==> src/rtl/sar_pkg.sv <==
// Shared constants for the successive-approximation search block:
// FSM state encoding and the default search width.
package sar_pkg;

  localparam int SAR_WIDTH_DEFAULT = 4;

  typedef logic [1:0] sar_state_t;

  localparam sar_state_t ST_IDLE   = 2'd0;
  localparam sar_state_t ST_SEARCH = 2'd1;
  localparam sar_state_t ST_DONE   = 2'd2;

endpackage

==> src/rtl/sar_search_4bit.sv <==
// Successive-approximation search against an external magnitude comparator.
// The block proposes a candidate on trial and reads back lt/gt/eq the same
// cycle, resolving one bit per clock from MSB to LSB. An equal compare exits
// early; a non-one-hot flag set aborts with error.
module sar_search_4bit
  import sar_pkg::*;
#(
  parameter int WIDTH = SAR_WIDTH_DEFAULT
) (
  input  logic             clk,
  input  logic             rst_n,
  input  logic             start,
  output logic [WIDTH-1:0] trial,
  input  logic             cmp_lt,
  input  logic             cmp_gt,
  input  logic             cmp_eq,
  output logic             busy,
  output logic             done,
  output logic [WIDTH-1:0] result,
  output logic             found,
  output logic             error
);

  localparam int KW = (WIDTH > 1) ? $clog2(WIDTH) : 1;
  localparam logic [WIDTH-1:0] LSB_ONE = WIDTH'(1);
  localparam logic [WIDTH-1:0] MSB_ONE = LSB_ONE << (WIDTH - 1);

  sar_state_t       state_reg, state_next;
  logic [KW-1:0]    k_reg, k_next;
  logic [WIDTH-1:0] trial_reg, trial_next;
  logic [WIDTH-1:0] result_reg, result_next;
  logic             busy_reg, busy_next;
  logic             done_reg, done_next;
  logic             found_reg, found_next;
  logic             error_reg, error_next;

  // Bit currently under test and the value accumulated once it is decided.
  logic [WIDTH-1:0] bit_k;
  logic [WIDTH-1:0] acc_without_k;
  logic [WIDTH-1:0] acc_decided;
  logic             flags_onehot;

  assign bit_k         = LSB_ONE << k_reg;
  assign acc_without_k = trial_reg & ~bit_k;
  assign acc_decided   = cmp_gt ? trial_reg : acc_without_k;
  assign flags_onehot  = (({1'b0, cmp_lt} + {1'b0, cmp_gt} + {1'b0, cmp_eq}) == 2'd1);

  // Next-state logic: accept start outside SEARCH, then one compare per cycle.
  always_comb begin
    state_next  = state_reg;
    k_next      = k_reg;
    trial_next  = trial_reg;
    result_next = result_reg;
    busy_next   = busy_reg;
    done_next   = 1'b0;
    found_next  = found_reg;
    error_next  = error_reg;

    case (state_reg)
      ST_IDLE, ST_DONE: begin
        if (start) begin
          state_next  = ST_SEARCH;
          k_next      = KW'(WIDTH - 1);
          trial_next  = MSB_ONE;
          result_next = '0;
          found_next  = 1'b0;
          error_next  = 1'b0;
          busy_next   = 1'b1;
        end else if (state_reg == ST_DONE) begin
          state_next = ST_IDLE;
        end
      end
      ST_SEARCH: begin
        if (!flags_onehot) begin
          error_next  = 1'b1;
          result_next = acc_without_k;
          state_next  = ST_DONE;
          busy_next   = 1'b0;
          done_next   = 1'b1;
        end else if (cmp_eq) begin
          result_next = trial_reg;
          found_next  = 1'b1;
          state_next  = ST_DONE;
          busy_next   = 1'b0;
          done_next   = 1'b1;
        end else if (k_reg == '0) begin
          result_next = acc_decided;
          state_next  = ST_DONE;
          busy_next   = 1'b0;
          done_next   = 1'b1;
        end else begin
          // Next candidate: decided upper bits plus the next lower bit set.
          k_next     = k_reg - KW'(1);
          trial_next = acc_decided | (bit_k >> 1);
        end
      end
      default: begin
        state_next = ST_IDLE;
        busy_next  = 1'b0;
      end
    endcase
  end

  // State and output registers; reset is asynchronous so it also aborts a search.
  always_ff @(posedge clk or negedge rst_n) begin
    if (!rst_n) begin
      state_reg  <= ST_IDLE;
      k_reg      <= '0;
      trial_reg  <= '0;
      result_reg <= '0;
      busy_reg   <= 1'b0;
      done_reg   <= 1'b0;
      found_reg  <= 1'b0;
      error_reg  <= 1'b0;
    end else begin
      state_reg  <= state_next;
      k_reg      <= k_next;
      trial_reg  <= trial_next;
      result_reg <= result_next;
      busy_reg   <= busy_next;
      done_reg   <= done_next;
      found_reg  <= found_next;
      error_reg  <= error_next;
    end
  end

  assign trial  = trial_reg;
  assign result = result_reg;
  assign busy   = busy_reg;
  assign done   = done_reg;
  assign found  = found_reg;
  assign error  = error_reg;

endmodule

==> config.mk <==
export PLATFORM = sky130hd
export DESIGN_NAME = sar_search_4bit
export DESIGN_NICKNAME = d
export VERILOG_FILES = /design/src/rtl/sar_pkg.sv /design/src/rtl/sar_search_4bit.sv
export SDC_FILE = /design/constraint.sdc
export NUM_CORES = 1
export LEC_CHECK = 0
export CAP_MARGIN = 20
export CORE_MARGIN = 5
export CORE_UTILIZATION = 53
export CTS_CLUSTER_SIZE = 14
export DETAILED_ROUTE_END_ITERATION = 16
export GPL_ROUTABILITY_DRIVEN = 0
export MAX_ROUTING_LAYER = met4
export PLACE_DENSITY = 0.89
export SYNTH_ARGS = -nofsm -noshare
export SYNTH_HDL_FRONTEND = slang
export SYNTH_SLANG_ARGS = --single-unit
==> constraint.sdc <==
create_clock -name clk -period 2.9 [get_ports clk]
set_input_delay 0.435 -clock clk [delete_from_list [all_inputs] [get_ports clk]]
set_output_delay 0.435 -clock clk [all_outputs]
set_load 0.02 [all_outputs]
==> results of run 1 <==
cells by family (layout without fill, tap and decap cells):
group / after synthesis / in the layout / share of synthesized area
DFF: 16 / 16 / 0.460
muxes: 1 / 1 / 0.0115
buffers and inverters: 8 / 27 / 0.0446
AOI/OAI and AO/OA: 18 / 18 / 0.163
and+or+nand+nor: 32 / 32 / 0.240
adders and majority gates: 5 / 5 / 0.0806
power by group through the flow:
stage	Combinational [µW]	Sequential, µW	Clock [µW]
floorplan	73.3	305	0
global placement	174	278	0
detailed placement	178	281	0
CTS	179	277	147
global route	193	282	160
finish	177	277	144
cells in the final DEF, fill, tap and decap left out, drive strengths merged:
cell type	count
nor2	3
or2	1
a22o	1
a21boi	3
and3	7
a31oi	2
fa	1
nor4b	1
nand2	10
o32ai	4
a21oi	2
buf	1
ha	4
clkbuf	4
nor2b	5
a311o	3
o21bai	1
or2b	1
inv	5
nand3	1
o32a	1
o21ai	1
nand2b	3
dfrtp	16
clkdlybuf4s50	17
mux2i	1
worst reg2reg max path: stages (launching register included):
cell and delay [ns]:
dfrtp_1 0.43, inv_1 0.09, ha_1 0.26, nor4b_4 0.38, buf_4 0.25, and3_2 0.20, a311o_1 0.11
path summary, 6_finish.rpt:
path | startpoint | endpoint | slack (ns) | depth (start not counted)
worst max-delay path | cmp_gt | result[0] | 0.72 | 5
worst min-delay path | result[1] | result[1] | 0.54 | 2
worst max register to register | k_reg[0] | trial[0] | 1.13 | 6
worst min register to register | result[1] | result[1] | 0.54 | 2
max in group asynchronous | rst_n | result[2] | 1.89 | 1
min in group asynchronous | rst_n | trial[3] | 0.57 | 1
through the flow:
stage / power, µW / hold WS [ns] / area, µm² / std cells
finish: 598 / 0.544 / 1080 / 115
CTS: 603 / 0.550 / 1080 / 115
detailed placement: 459 / 0.537 / 1050 / 111
global placement: 453 / 0.523 / 1050 / 111
global route: 635 / 0.569 / 1080 / 115
floorplan: 378 / 0.139 / 870 / 80
routing by layer:
layer  global-route usage  share of wire  vias up
li1                     -              -      325
met1                0.229           0.45      340
met2                0.287           0.50       12
met3               0.0414          0.040        2
met4               0.0383         0.0085        0
met5                    -              0        -
cell type report:
| type | count | area, µm² |
|---|---|---|
| fill | 111 | 440 |
| tap | 16 | 20.0 |
| multi-input combinational | 56 | 430 |
| clock buffer | 4 | 36.3 |
| sequential | 16 | 400 |
| inverter | 5 | 18.8 |
| timing repair buffer | 18 | 178 |
==> reports/qor.csv, run 1 <==
metric,value,unit
vias_per_cell,5.90,
area_growth_syn_to_layout,24.6,%
first_pass_iters,4,
post-route-drc-count,0,
p_seq_frac,0.463,
yosysMostFrequentCell,dfrtp_1,
clock_path_buffers,2,
timing.final.crit_share,0.753,
pwr-share-comb,0.297,
ir_worst_vdd,0.352,mV
ys_warn_count,0,
fin_skew,0.00562,ns
crit_path_top_delay_cell,fa_1,
grt_pass1_vias,719,
routed_wirelength,1880,µm
grt-ovfl-total,0,
yosys.area.top_type,dfrtp_1,
cts_hold_buf,0,
fin_setup_tns,0,ns
cts_tree,done,
synth_cells,80,
clock_latency,0.29,ns
io_pins,18,
antenna_found_initial,0,
syn_nets,91,
clk_pin_slew,0.08,ns
p_switching,185,µW
rsz0062_at_grt,false,
die_height,50.5,µm
slew_headroom,0.529,
critPathLaunchType,primary input,
hold_viol_final,0,
clkPwrFrac,0.240,
yosys.cell_types.count,29,
seq_area_frac_synth,0.460,
required,3.08,ns
hpwlAfterDp,1460,µm
core_area,1520,µm²
vias,679,
synth_common_cells,"dfrtp_1, nand2_1, and3_1",
grt_max_degree,17,
clockRootBuffer,clkbuf_4,
synth_area,870,µm²
slew_viol_final,0,
dieArea,2550,µm²
p_per_area,552,nW/µm²
cts_buffers,3,
cts_setup_buffers,0,
nets,111,
drive_gt1_frac,0.111,
hold_path.class,reg2reg,
setup_viol,0,
path_buf_inv,1,
fp.dieW,50.5,µm
crit_path_end_kind,flop,
power_leakage,0.000513,µW
arrival,2.37,ns
drt_iter0_drc,16,
routedWlPerCell,16.3,µm
ctsResizeCount,0,
setup_ws,0.716,ns
critPathTopFamily,adder cells,
ant_nets,0,
path_class,in2reg,
avgSynthCellArea,10.9,µm²
post-route-util,0.711,
worstPathCellList,"clkdlybuf4s50_1, fa_1, nor2b_1, a21boi_0, o32ai_1",
initial_core_util,0.571,
post-place-ws,0.454,ns
min_period,2.18,ns
clkSinkCount,16,
maxCapViolCount,0,
async_flop_share,1.00,
status,finished clean,
cp_max_fo,6,
netlist.area_leader.share,0.460,
synthFlopType,dfrtp_1,
track_usage,0.179,
fmax,458,MHz
synth_area_leaders,"dfrtp_1, ha_1, and3_1, o32ai_1, nand2_1",
port-buffer-count,17,
antenna_cells,0,
rows,14,
htree_levels,1,
synth_edf_count,0,
p_int,413,µW
grt_first_pass_wirelength,3470,µm
ys_ff_latch,16,
worst_slew_pin_slew,0.704,ns
p_sw_frac,0.309,
cp_slowest_stage_delay,0.58,ns
Power figures use the tool's default switching activity.
==> run 2: changes to the inputs <==
--- a/config.mk
+++ b/config.mk
@@ -7,12 +7,12 @@
 export LEC_CHECK = 0
 export CAP_MARGIN = 20
 export CORE_MARGIN = 5
-export CORE_UTILIZATION = 53
+export CORE_UTILIZATION = 49
 export CTS_CLUSTER_SIZE = 14
 export DETAILED_ROUTE_END_ITERATION = 16
 export GPL_ROUTABILITY_DRIVEN = 0
 export MAX_ROUTING_LAYER = met4
-export PLACE_DENSITY = 0.89
+export PLACE_DENSITY = 0.84
 export SYNTH_ARGS = -nofsm -noshare
 export SYNTH_HDL_FRONTEND = slang
 export SYNTH_SLANG_ARGS = --single-unit
==> constraint.sdc (replaced) <==
create_clock -name clk -period 2.1 [get_ports clk]
set_input_delay 0.315 -clock clk [delete_from_list [all_inputs] [get_ports clk]]
set_output_delay 0.315 -clock clk [all_outputs]
set_load 0.02 [all_outputs]
==> reports/qor.csv, run 2 (same netlist as run 1, synthesis figures left out) <==
metric,value,unit
status,finished clean,
track_usage,0.172,
pwr-share-comb,0.308,
arrival,2.08,ns
grt_first_pass_wirelength,3350,µm
grt-ovfl-total,0,
ctsResizeCount,0,
required,2.26,ns
p_int,581,µW
maxCapViolCount,0,
area_growth_syn_to_layout,31.1,%
cts_tree,done,
setup_viol,0,
p_sw_frac,0.311,
initial_core_util,0.509,
drt_iter0_drc,15,
fp.dieW,52.1,µm
core_area,1710,µm²
clk_pin_slew,0.09,ns
dieArea,2720,µm²
cp_max_fo,9,
p_switching,262,µW
rows,15,
routedWlPerCell,15.1,µm
final_cell_mix,"clkdlybuf4s50_1, dfrtp_1, nand2_1",
holdWs,0.450,ns
worst_slew_pin_slew,0.717,ns
cts_buffers,3,
ir_worst_vdd,0.525,mV
timing.final.crit_share,0.913,
crit_path_end_kind,flop,
routed_wirelength,1960,µm
clock_path_buffers,2,
vias,710,
fmax,521,MHz
clkPwrFrac,0.240,
ant_nets,0,
hold_path.class,in2async,
htree_levels,1,
clockRootBuffer,clkbuf_4,
p_per_area,740,nW/µm²
hold_viol_final,0,
slew_viol_final,0,
nets,117,
clkSinkCount,16,
first_pass_iters,4,
post-place-ws,-0.0986,ns
slew_headroom,0.520,
layout_commonest_cell,clkdlybuf4s50_1,
min_period,1.92,ns
hpwlAfterDp,1460,µm
fin_skew,0.00294,ns
p_seq_frac,0.451,
power_leakage,0.000542,µW
antenna_found_initial,0,
path_class,in2reg,
setup_ws,0.182,ns
antenna_cells,0,
die_height,52.1,µm
post-route-drc-count,0,
io_pins,18,
grt_max_degree,17,
drive_gt1_frac,0.162,
vias_per_cell,5.46,
cts_setup_buffers,0,
port-buffer-count,17,
rsz0062_at_grt,false,
cts_hold_buf,0,
critPathLaunchType,primary input,
grt_pass1_vias,721,
clock_latency,0.29,ns
run 2: changes by cell type in the layout (fill, tap and decap cells not counted):
cell / previous run / this run
buf_4: 1 / 7
run 2: routing by layer:
metal  track usage  routed length [µm]
met1         0.204                 868
met2         0.285                1010
met3        0.0401                  52
met4        0.0611                  36
met5             -                   0
run 2: layout make-up:
class / instances / area (µm²)
fillers: 133 / 568
multi-input cells: 56 / 430
flip-flops and latches: 16 / 400
repair buffers: 24 / 223
clock buffers: 4 / 36.3
well taps: 25 / 31.3
inverters: 5 / 18.8
run 2: path summary, 6_finish.rpt:
kind,start,to,slack [ns],cells past startpoint
max,cmp_gt,k_reg[1],0.18,6
min,rst_n,k_reg[0],0.45,1
max reg2reg,k_reg[0],k_reg[1],0.36,6
min reg2reg,result[3],result[3],0.55,2
max in group asynchronous,rst_n,result[3],1.20,1
min in group clk,result[3],result[3],0.55,2
run 2: power by group through the flow:
stage          Sequential (µW)  Clock (µW)  Combinational (µW)
2_1_floorplan              421           0                 101
3_3_place_gp               384           0                 252
3_5_place_dp               387           0                 259
4_1_cts                    380         204                 261
5_1_grt                    387         219                 279
6_report                   381         202                 260
run 2: critical path: stages:
cell,delay (ns)
clkdlybuf4s50_1,0.46
fa_1,0.55
nor4b_4,0.30
buf_4,0.24
and3_1,0.17
a31oi_1,0.04
run 2: per-stage QoR:
stage	utilization	cell area [µm²]	power, µW	instances	TNS (ns)
detailed placement	0.646	1100	646	126	-0.614
global route	0.667	1140	885	130	0
finish	0.667	1140	843	130	0
floorplan	-	870	522	80	0
CTS	0.667	1140	846	130	0
global placement	0.646	1100	636	126	-0.239
